`src/rtl/pattern_scan_pkg.sv`:
```
// Shared encodings for the "01" pattern scanner: sequencer states and detector states.
package pattern_scan_pkg;

   typedef enum logic [1:0] {
      IDLE  = 2'd0,
      SHIFT = 2'd1,
      DONE  = 2'd2
   } state_t;

   // S0: previous bit was 1 (or there is none); S1: previous bit was 0
   typedef enum logic {
      S0 = 1'b0,
      S1 = 1'b1
   } det_t;

   function automatic det_t det_next(input logic a);
      return a ? S0 : S1;
   endfunction

endpackage

```
`src/rtl/pattern_scan_strobe_gen.sv`:
```
// Step-rate divider: tick is high on every DIV-th cycle while run is high.
module strobe_gen #(
   parameter int DIV = 4
) (
   input  logic clk,
   input  logic reset,
   input  logic clear,
   input  logic run,
   output logic tick
);

   localparam int DW = (DIV > 1) ? $clog2(DIV) : 1;
   localparam logic [DW-1:0] LAST = DW'(DIV - 1);

   logic [DW-1:0] div_r;

   // divider counter, wraps at DIV-1
   always_ff @(posedge clk) begin
      if (reset) begin
         div_r <= '0;
      end else if (clear) begin
         div_r <= '0;
      end else if (run) begin
         if (div_r == LAST) begin
            div_r <= '0;
         end else begin
            div_r <= div_r + DW'(1);
         end
      end else begin
         div_r <= div_r;
      end
   end

   assign tick = run & (div_r == LAST);

endmodule

```
`src/rtl/pattern_scan_ctrl.sv`:
```
// Scans a word MSB first through a "01" detector and counts 0->1 transitions.
// Optional step-rate divider enabled by PATTERN_SCAN_CTRL_STROBE_EN.
module pattern_scan_ctrl
   import pattern_scan_pkg::*;
#(
   parameter int WIDTH = 16,
   parameter int DIV   = 4,
   parameter int CNT_W = $clog2(WIDTH + 1)
) (
   input  logic             clk,
   input  logic             reset,
   input  logic             start,
   input  logic             abort,
   input  logic [WIDTH-1:0] data,
   output logic             busy,
   output logic             done,
   output logic             match,
   output logic [CNT_W-1:0] count
);

   localparam int IDX_W = $clog2(WIDTH);
   localparam logic [IDX_W-1:0] LAST_IDX = IDX_W'(WIDTH - 1);

   state_t           state_r, state_next_s;
   det_t             det_r;
   logic [WIDTH-1:0] shift_r;
   logic [IDX_W-1:0] idx_r;
   logic [CNT_W-1:0] count_r;
   logic             busy_r, done_r, match_r;
   logic             accept_s, tick_s, step_s, bit_s, detect_s;

   assign accept_s = (state_r == IDLE) & start;

`ifdef PATTERN_SCAN_CTRL_STROBE_EN
   strobe_gen #(.DIV(DIV)) u_strobe (
      .clk   (clk),
      .reset (reset),
      .clear (accept_s),
      .run   (state_r == SHIFT),
      .tick  (tick_s)
   );
`else
   logic unused_div_s;
   assign unused_div_s = (DIV > 0);
   assign tick_s       = 1'b1;
`endif

   // abort wins over a step in the same cycle
   assign step_s   = (state_r == SHIFT) & tick_s & ~abort;
   assign bit_s    = shift_r[WIDTH-1];
   assign detect_s = step_s & bit_s & (det_r == S1);

   // next-state logic
   always_comb begin
      state_next_s = state_r;
      case (state_r)
         IDLE: begin
            if (start) begin
               state_next_s = SHIFT;
            end else begin
               state_next_s = IDLE;
            end
         end
         SHIFT: begin
            if (abort) begin
               state_next_s = IDLE;
            end else if (step_s && (idx_r == LAST_IDX)) begin
               state_next_s = DONE;
            end else begin
               state_next_s = SHIFT;
            end
         end
         DONE:    state_next_s = IDLE;
         default: state_next_s = IDLE;
      endcase
   end

   // state, datapath and registered outputs
   always_ff @(posedge clk) begin
      if (reset) begin
         state_r <= IDLE;
         det_r   <= S0;
         shift_r <= '0;
         idx_r   <= '0;
         count_r <= '0;
         busy_r  <= 1'b0;
         done_r  <= 1'b0;
         match_r <= 1'b0;
      end else begin
         state_r <= state_next_s;
         busy_r  <= (state_next_s == SHIFT);
         done_r  <= (state_next_s == DONE);
         match_r <= detect_s;
         if (accept_s) begin
            shift_r <= data;
            idx_r   <= '0;
            count_r <= '0;
            det_r   <= S0;
         end else if (step_s) begin
            shift_r <= {shift_r[WIDTH-2:0], 1'b0};
            idx_r   <= idx_r + IDX_W'(1);
            det_r   <= det_next(bit_s);
            if (detect_s) begin
               count_r <= count_r + CNT_W'(1);
            end else begin
               count_r <= count_r;
            end
         end else begin
            shift_r <= shift_r;
            idx_r   <= idx_r;
            count_r <= count_r;
            det_r   <= det_r;
         end
      end
   end

   assign busy  = busy_r;
   assign done  = done_r;
   assign match = match_r;
   assign count = count_r;

endmodule

```
`config.mk`:
```
export PLATFORM = sky130hd
export DESIGN_NAME = pattern_scan_ctrl
export DESIGN_NICKNAME = d
export VERILOG_FILES = /design/src/rtl/pattern_scan_pkg.sv /design/src/rtl/pattern_scan_strobe_gen.sv /design/src/rtl/pattern_scan_ctrl.sv
export SDC_FILE = /design/constraint.sdc
export NUM_CORES = 1
export LEC_CHECK = 0
export ABC_AREA = 1
export BUFFER_PORTS_ARGS = -buffer_cell sky130_fd_sc_hd__buf_4
export CAP_MARGIN = 10
export CORE_UTILIZATION = 45
export CTS_BUF_LIST = sky130_fd_sc_hd__clkbuf_4 sky130_fd_sc_hd__clkbuf_8 sky130_fd_sc_hd__clkbuf_16
export DETAILED_ROUTE_END_ITERATION = 8
export PLACE_DENSITY = 0.7
export SLEW_MARGIN = 30
export SYNTH_ARGS = -nofsm -noshare
export SYNTH_HDL_FRONTEND = slang
export SYNTH_SLANG_ARGS = --single-unit
```
`constraint.sdc`:
```
create_clock -name clk -period 3.5 [get_ports clk]
set_input_delay 1.05 -clock clk [delete_from_list [all_inputs] [get_ports clk]]
set_output_delay 1.05 -clock clk [all_outputs]
set_load 0.05 [all_outputs]
```
==> impl_metrics.ini <==
[run_status]
run_status = complete, but fails checks
violations = design-rule violations

[cts]
cts_buffers = 5
cts.htree.levels = 2
postCtsSetupBuffers = 0
cts_buffer_depth = 2
cts_tree = built
cts_resized = 0
cts_num_sinks = 31
ctsHoldBuffers = 0
clkTransAtPathRegs_ps = 110
root_buffer = clkbuf_4
clock_latency_ps = 340

[sta]
setup_viol = 0
timing.final.crit_share = 0.607
tns_ps = 0
finalMaxSlewViolations = 0
worst_pin_slew_ps = 564
fmax_ghz = 0.471
hold_violations = 0
finClkSkew_ps = 15.4
setup_ws_ps = 1380
finalCriticalPeriod_ps = 2120
maxSlewHeadroom = 0.623
whs_ps = 483
grt_setup_unrepaired = no

[floorplan]
coreArea_mm2 = 0.00281
ios = 28
start_util = 0.487
die_y_um = 57.1
die_w_um = 57.1
rows = 19
die-area_mm2 = 0.00326

[worst_setup_path]
cp.arrival_ps = 1070
slowest_delay_ps = 480
startpoint_type = flop
crit_fanout = 7
critical_path.top_delay_family = flip-flops
cp.required_ps = 2450
cp-end-kind = output pin
critPathKind = flop to output pin
path_cells = buf_4
cp.buffers_inverters = 1
slowest_stage = dfxtp_1

[yosys]
synth_common_cells = nor2_1, nand2_1, dfxtp_1
synthFlopType = dfxtp_1
synth.avg_cell_area_um2 = 6.90
async_flop_share = 0
syn_inst = 198
yosysWarnings = 0
ys_top_cells_by_area = dfxtp_1, nor2_1, nand2_1
ys_seq_area_frac = 0.454
syn-cell-area_mm2 = 0.00137
yosysTopAreaCell = dfxtp_1
ys_ff_latch = 31
synth-edff-count = 0
synth_top_area_frac = 0.454
yosysUniqueCellTypes = 23
syn_nets = 220
yosysMostFrequentCell = nor2_1

[routing]
drt_iter0_markers = 56
routed_wl_mm = 2.83
drcViolationCount = 6
dr.pass1.iters = 6
ant_nets = 0
wire_per_inst_um = 10.9
vias_per_cell = 5.03
vias = 1303

[final_layout]
finish.utilization = 0.583
antenna_cells = 0
fill_cells = 288
fin_cells = 259
drive_gt1_frac = 0.184
area_growth_pct = 19.7
regArea_um2 = 621
nets = 249
fin_area_mm2 = 0.00164
multi_input_area_um2 = 619

[global_routing]
grt_max_degree = 22
overflow = 0
track_usage = 0.200
grt_pass1_wl_mm = 4.94
grt_pass1_vias = 1203
antenna_found_initial = 0

[hold_path]
hp-class = flop to flop

[pwr]
powerDensity_mw_per_mm2 = 400
power_mw = 0.654
leakagePower_nw = 0.736
ir_worst_vdd_mv = 0.255

[flow_run]
maxCapViolations = 0

[placed_design]
io_buffers = 27
dp_cells = 251
dpl_cell_area_mm2 = 0.00158
gp_congestion = 0.750
place_ws_ps = 1170
dpl.hpwl_mm = 2.04
-- final timing paths --
| check | from | end | slack (ps) | depth (start not counted) |
|---|---|---|---|---|
| setup reg to reg | state_r[1] | shift_r[5] | 1940 | 8 |
| setup / recovery | count[2] | count[2] | 1380 | 1 |
| hold reg to reg | shift_r[0] | shift_r[0] | 480 | 2 |
| hold / removal | shift_r[0] | shift_r[0] | 480 | 2 |
-- cell type report --
class,instances,share of cell area
clock buffers,5,0.0230
inverters,25,0.0574
multi-input cells,136,0.379
well taps,31,0.0237
flip-flops and latches,31,0.379
repair buffers,28,0.129
clock inverters,3,0.00918
-- per-layer routing --
layer  wire [um]  global-route usage  up-vias
li1            -                   -      677
met1        1310               0.232      595
met4          48              0.0801        0
met2        1310               0.331       26
met3         167              0.0794        5
met5           0                   0        -
-- sequential cells by signal (all words and copies together), names as in the netlist --
| register | flops |
|---|---|
| busy | 1 |
| state_r | 2 |
| det_r | 1 |
| shift_r | 16 |
| idx_r | 4 |
| match | 1 |
| count | 5 |
| done | 1 |
-- power by group --
part | internal [mW] | leakage (nW) | switching, mW | total [mW]
registers | 0.368 | 0.253 | 0.00667 | 0.375
clock network | 0.0746 | 0.0347 | 0.121 | 0.196
logic | 0.0339 | 0.448 | 0.0499 | 0.0838
-- placed cells by master, fill, tap and decap left out, types with 2 or more instances in the layout --
cell type	synthesis	routed
nor2_1	48	48
nand2_1	34	34
dfxtp_1	31	31
buf_4	2	28
inv_1	23	23
o21ai_0	14	14
nand3_1	12	12
a21oi_1	10	10
clkbuf_4	0	5
nor3_1	4	4
nand4_1	3	3
clkinv_2	0	3
inv_2	2	2
ha_1	2	2
-- cell families after synthesis --
family,count (synthesis),share of synthesized area
adders and majority gates,2,0.0183
AOI/OAI and AO/OA,26,0.0971
xor gates and xnor gates,2,0.0128
DFF,31,0.454
and+or+nand+nor,106,0.325
buffers and inverters,31,0.0925
Power figures use the tool's default switching activity.
